## src/rtl/filtro_sensores.sv

```systemverilog
// Tank-level float switch conditioning: two-flop sync, per-bit debounce,
// consistency check on the level pattern and a sticky fault on persistent inconsistency.
module filtro_sensores #(
  parameter int DEB_CYCLES   = 50000,
  parameter int FAULT_CYCLES = 4096,
  parameter int CNT_W        = 16
) (
  input  logic       clk,
  input  logic       rst_n,
  input  logic [2:0] sensores_i,
  input  logic       clear_i,
  output logic [2:0] sensores_o,
  output logic       cambio_o,
  output logic       inconsistente_o,
  output logic       fault_o
);

  localparam logic [CNT_W-1:0] DEB_LAST   = CNT_W'(DEB_CYCLES - 1);
  localparam logic [CNT_W-1:0] FAULT_LAST = CNT_W'(FAULT_CYCLES - 1);
  localparam logic [CNT_W-1:0] CNT_ONE    = CNT_W'(1);

  logic [2:0]       s1;
  logic [2:0]       s2;
  logic [2:0]       d;
  logic [CNT_W-1:0] c [3];
  logic [CNT_W-1:0] f;
  logic             consistente;

  always_ff @(posedge clk or negedge rst_n) begin
    if (!rst_n) begin
      s1 <= 3'b000;
      s2 <= 3'b000;
    end else begin
      s1 <= sensores_i;
      s2 <= s1;
    end
  end

  // Any single cycle of agreement between s2 and d restarts that bit's count.
  always_ff @(posedge clk or negedge rst_n) begin
    if (!rst_n) begin
      d <= 3'b000;
      for (int i = 0; i < 3; i++) c[i] <= '0;
    end else begin
      for (int i = 0; i < 3; i++) begin
        if (s2[i] == d[i]) begin
          c[i] <= '0;
        end else if (c[i] == DEB_LAST) begin
          d[i] <= s2[i];
          c[i] <= '0;
        end else begin
          c[i] <= c[i] + CNT_ONE;
        end
      end
    end
  end

  // Water can only be present at a level if every lower level is also wet.
  always_comb begin
    consistente = 1'b0;
    case (d)
      3'b000, 3'b001, 3'b011, 3'b111: consistente = 1'b1;
      default:                        consistente = 1'b0;
    endcase
  end

  always_ff @(posedge clk or negedge rst_n) begin
    if (!rst_n) begin
      sensores_o      <= 3'b000;
      cambio_o        <= 1'b0;
      inconsistente_o <= 1'b0;
    end else begin
      inconsistente_o <= ~consistente;
      if (consistente && (d != sensores_o)) begin
        sensores_o <= d;
        cambio_o   <= 1'b1;
      end else begin
        cambio_o   <= 1'b0;
      end
    end
  end

  // f saturates at FAULT_LAST once the fault latches, so it never wraps.
  always_ff @(posedge clk or negedge rst_n) begin
    if (!rst_n) begin
      f       <= '0;
      fault_o <= 1'b0;
    end else if (clear_i) begin
      f       <= '0;
      fault_o <= 1'b0;
    end else if (consistente) begin
      f       <= '0;
    end else if (f == FAULT_LAST) begin
      fault_o <= 1'b1;
    end else begin
      f       <= f + CNT_ONE;
    end
  end

endmodule

```

## config.mk

```make
export PLATFORM = sky130hd
export DESIGN_NAME = filtro_sensores
export DESIGN_NICKNAME = d
export VERILOG_FILES = /design/src/rtl/filtro_sensores.sv
export SDC_FILE = /design/constraint.sdc
export NUM_CORES = 1
export LEC_CHECK = 0
export ABC_AREA = 0
export BUFFER_PORTS_ARGS = -buffer_cell sky130_fd_sc_hd__buf_2
export CAP_MARGIN = 40
export CORE_AREA = 2 2 63 109
export DETAILED_ROUTE_END_ITERATION = 12
export DIE_AREA = 0 0 65 111
export GPL_TIMING_DRIVEN = 0
export MAX_ROUTING_LAYER = met4
export PLACE_DENSITY = 0.77
export SETUP_SLACK_MARGIN = 0.02
export SLEW_MARGIN = 20
export SYNTH_ARGS = -nofsm -noshare
export SYNTH_HDL_FRONTEND = slang
export SYNTH_SLANG_ARGS = --single-unit
export TNS_END_PERCENT = 1
```

## constraint.sdc

```tcl
create_clock -name clk -period 2.1 [get_ports clk]
set_input_delay 0.315 -clock clk [delete_from_list [all_inputs] [get_ports clk]]
set_output_delay 0.315 -clock clk [all_outputs]
set_load 0.02 [all_outputs]
```

# Yosys cells after proc, flatten, opt, wreduce, memory -nomap -nowiden
# Cells that the tools add are included.
# Widths: inputs -> output; s select.
# word_totals
rom_bits	0
out_inout_bits	6
in_bits	6
ram_bits	0
latch_bits	0
wordCells	56
n_memories	0
register_bits	79
# classes
n_reduce_logical	8
n_lt_le_gt_ge	0
n_eq_ne	13
bitwise_logic	4
mul	0
shifts	0
div	0
n_addsub	4
n_mux	14
# ops
operator	count
$mux 16	9
$add 16x1->16 const B	4
$eq 16x16->1 const B	3
$eq 16x12->1 const B	1
$reduce_and 2->1	4
$mux 1	5
$not 1->1	4
$reduce_or 4->1	1
$eq 1x1->1	3
$eq 3x1->1 const B	1
$eq 3x2->1 const B	1
$eq 3x3->1 const B	1
$logic_not 3->1	1
$ne 3x3->1	1
$ne 3x3->1 const B	1
$ne 2x2->1 const B	1
$reduce_bool 2->1	1
$logic_and 1x1->1	1

# Longest topological paths before layout
# depth
ltp_word	5
ltp_mapped	6
mapped_depth_nobuf	5

# Least setup slack after synthesis
# OpenSTA, ideal clock, no wires.
# synth_timing
path_kind	register to register
startpoint	register f[12]
endpoint	register f[1]
t_arrival_ps	1730
path_buffers	1
setup_ps	132
stages_incl_launch_ff	6
setup_slack_ps	238
path_cell_list	dfrtp_1 -> or4_4 -> nor4_4 -> buf_6 -> mux2i_1 -> nor2_1
# synth_between
elab_chain_cells	2
# synth_lines
item	line	rtl
start, declared	26	logic [CNT_W-1:0] f;
start signal, assigned	96	f <= f + CNT_ONE;
$eq 16x12->1	93	end else if (f == FAULT_LAST) begin
$ne 3x3->1 (no source line)	--	
# No other way between the ends.
# A chain may end at the register's enable or synchronous reset.

# Worst setup path after layout
# layout_timing
startpoint	register c[12] (netlist bit)
endpoint	register c[14] (netlist bit)
# layout_between
elab_chain_cells	3
word_cells_on_any_way	4
cone_classes	add/sub: 1; eq/ne: 1; mux: 2
# layout_lines
item	line	rtl
start, declared	25	logic [CNT_W-1:0] c [3];
start signal, assigned by index	52	c[i] <= c[i] + CNT_ONE;
$add 16x1->16 or $eq 16x16->1 (tied branches)	52, 48	
$mux 16 (*)	48	end else if (c[i] == DEB_LAST) begin
$mux 16 (*)	46	if (s2[i] == d[i]) begin
# Every way passes the cells marked *; elsewhere a longest branch is shown, timed or not.

==> summary.md <==
| Metric | Value |
|---|---|
| Final core occ | `0.674` |
| Clk sink count | `79` |
| Layout area overhead | `14.4%` |
| Period minus WS final | `1.97 ns` |
| First-pass DRT Iterations | `4` |
| Iteration-0 DRC Markers | `209` |
| Clock Power Share | `0.509` |
| Slew HR | `0.648` |
| Global-route wire length before repair | `12,300 um` |
| Hold Slack | `0.0825 ns` |
| Largest net degree at the start of global routing | `48` |
| Gr usage total | `0.226` |
| FMAX | `0.509 GHz` |
| Area share of the largest cell type after synthesis | `0.525` |
| Final hold violations | `0` |
| Worst min path class | `in2reg` |
| DP Area | `3950 um^2` |
| Critical path peak fanout | `10` |
| Cells after Synth | `375` |
| CP Class | `reg2reg` |
| Outcome | `completed` |
| WL met2 | `3860 um` |
| Power per cell area | `777 nW/um^2` |
| Fin area | `4310 um^2` |
| Core box area | `6390 um^2` |
| Max clock buf depth | `2` |
| RSZ-0062 raised after global routing | `false` |
| Nets | `409` |
| Met3 WL | `277 um` |
| CTS root buf | `clkbuf_16` |
| Pwr Total | `3.35 mW` |
| IO Pins | `12` |
| Max-cap violation count | `0` |
| Ranking of synthesized cells by area | `dfrtp_1, xnor2_1, nor2_1, nand4_1, nor4_1` |
| Internal power | `2.67 mW` |
| Number of synthesized flops with an enable pin | `0` |
| Cell Area, Synth | `3760 um^2` |
| Ratio of cells with drive above 1 in the final layout | `0.116` |
| Vias/cell | `5.87` |
| Comb power frac | `0.025` |
| Async SR Flop Fraction | `1.00` |
| Routability cong. | `0.860` |
| # rows | `39` |
| Leading cell types in the layout, fill and taps excluded | `dfrtp_1, nor2_1, xnor2_1, nand2_1, nand4_1` |
| Post-route ant nets | `0` |
| Post-route clock skew | `0.00578 ns` |
| Worst skew pair latency | `0.34 ns` |
| Die W | `65 um` |
| Final Routed Wirelength | `7080 um` |
| Most common cell after layout, fill and taps aside | `dfrtp_1` |
| Static Leak | `1.74 nW` |
| Number of setup buffers added after CTS | `0` |
| Worst path required time | `2.32 ns` |
| Area leader, netlist | `dfrtp_1` |
| Worst Setup Start Kind | `flop` |
| N_diodes | `0` |
| Final HPWL DP | `4910 um` |
| Synth unique cells | `46` |
| Wl on met1 | `2830 um` |
| Yosys reg bits | `79` |
| Reg clk slew, reported paths | `0.06 ns` |
| Prevailing post-synth register cell | `dfrtp_1` |
| Die height | `111 um` |
| DRC | `0` |
| CP endpoint kind | `flop` |
| Sw Share | `0.201` |
| H-tree levels | `3` |
| Number of global-route vias before repair | `2,835` |
| Net Count, Synth | `385` |
| Slew @ Worst Pin | `0.514 ns` |
| Vias after detailed routing | `2,852` |
| Yosys warnings | `0` |
| TNS Setup | `0 ns` |
| Clock buffer count from CTS | `9` |
| Initial antenna violation count | `0` |
| Crit share post-route | `0.936` |
| IO Port Bufs | `11` |
| Fillcell total | `489` |
| Syn Area/Cell | `10.0 um^2` |
| Max Used Layer | `met4` |
| Seq/Total Area, Yosys | `0.525` |
| Switch Pwr | `0.674 mW` |
| Worst EP arrival | `2.19 ns` |
| Starting Density | `0.589` |
| Die area | `7220 um^2` |
| Max rail drop VDD | `0.577 mV` |
| CTS tree | `done` |
| Final setup viols | `0` |
| Routed WL per cell | `14.6 um` |
| Grt total ovfl | `0` |
| Slew Viols, Final | `0` |
| Sequential share of power | `0.466` |
==> timing repair <==
action	CTS	global route
gates resized for setup	0	1
endpoints found under the hold margin	32	0
endpoints found under the setup margin	0	12
hold buffers	1	0
==> power groups by stage <==
stage                     clock network, mW  registers, mW  logic, mW
after global routing                   1.79           1.56      0.101
final                                  1.70           1.56     0.0851
after detailed placement                  0           1.59     0.0852
after CTS                              1.74           1.56     0.0874
after global placement                    0           1.59     0.0770
after floorplan                           0           1.58     0.0346
==> cell families after synthesis <==
kind of cell | synth area share
muxes | 0.0146
adders and majority gates | 0.0133
AOI/OAI and AO/OA | 0.0528
xor gates and xnor gates | 0.109
and+or+nand+nor | 0.264
DFF | 0.525
buffers and inverters | 0.0213
==> final timing paths <==
kind | startpoint | end | slack, ns | cells past startpoint
worst min-delay path | sensores_i[1] | s1[1] | 0.08 | 1
worst max register to register | c[12] | c[14] | 0.13 | 5
worst min register to register | s1[1] | s2[1] | 0.35 | 0
max in group asynchronous | rst_n | f[4] | 1.07 | 3
min in group asynchronous | rst_n | c[42] | 0.46 | 2
worst max-delay path | c[12] | c[14] | 0.13 | 5
==> state kept, by name, summed over array words and instances, names as in the netlist <==
signal and cells:
sensores_o 3, f 16, cambio_o 1, d 3, c 48, s1 3
fault_o 1, s2 3, inconsistente_o 1
==> cells in the mapped netlist, types with 2 or more instances <==
master     n
dfrtp_1   79
nor2_1    65
xnor2_1   36
nand2_1   24
nand4_1   19
nand3_1   17
nor4_1    17
nor3_1    14
a21oi_1   13
inv_1     11
xor2_1    11
and3_1     6
clkbuf_1   6
o21ai_0    6
ha_1       4
mux2_2     4
nor4b_1    3
o31ai_1    3
or3_1      3
or3_2      3
or4_2      3
nand2b_1   2
nor4bb_1   2
or4_1      2
==> routing by layer <==
| metal | track usage | up-vias |
|---|---|---|
| met4 | 0.104 | 0 |
| met1 | 0.239 | 1421 |
| met3 | 0.0619 | 9 |
| li1 | - | 1373 |
| met5 | - | - |
| met2 | 0.385 | 49 |
==> critical path, stage by stage (launching register included) <==
cell,delay [ns]
dfrtp_1,0.43
nor4_1,0.31
nand3b_1,0.20
o41ai_4,0.53
buf_2,0.31
nor2_1,0.08
==> through the flow <==
stage	std cells	setup slack, ns
global route	486	0.0209
CTS	486	0.0255
global placement	468	0.0547
finish	486	0.135
detailed placement	469	0.0331
floorplan	375	0.238
==> final cells by class <==
cell class,instances,area (um^2),area share
repair buffers,13,95.1,0.0221
multi-input cells,277,1720,0.399
clock inverters,5,80.1,0.0186
flip-flops and latches,79,1980,0.459
inverters,11,41.3,0.00959
well taps,82,103,0.0238
plain buffers,8,38.8,0.00901
clock buffers,11,253,0.0587
Note: power is estimated with default switching activity, not from simulation.
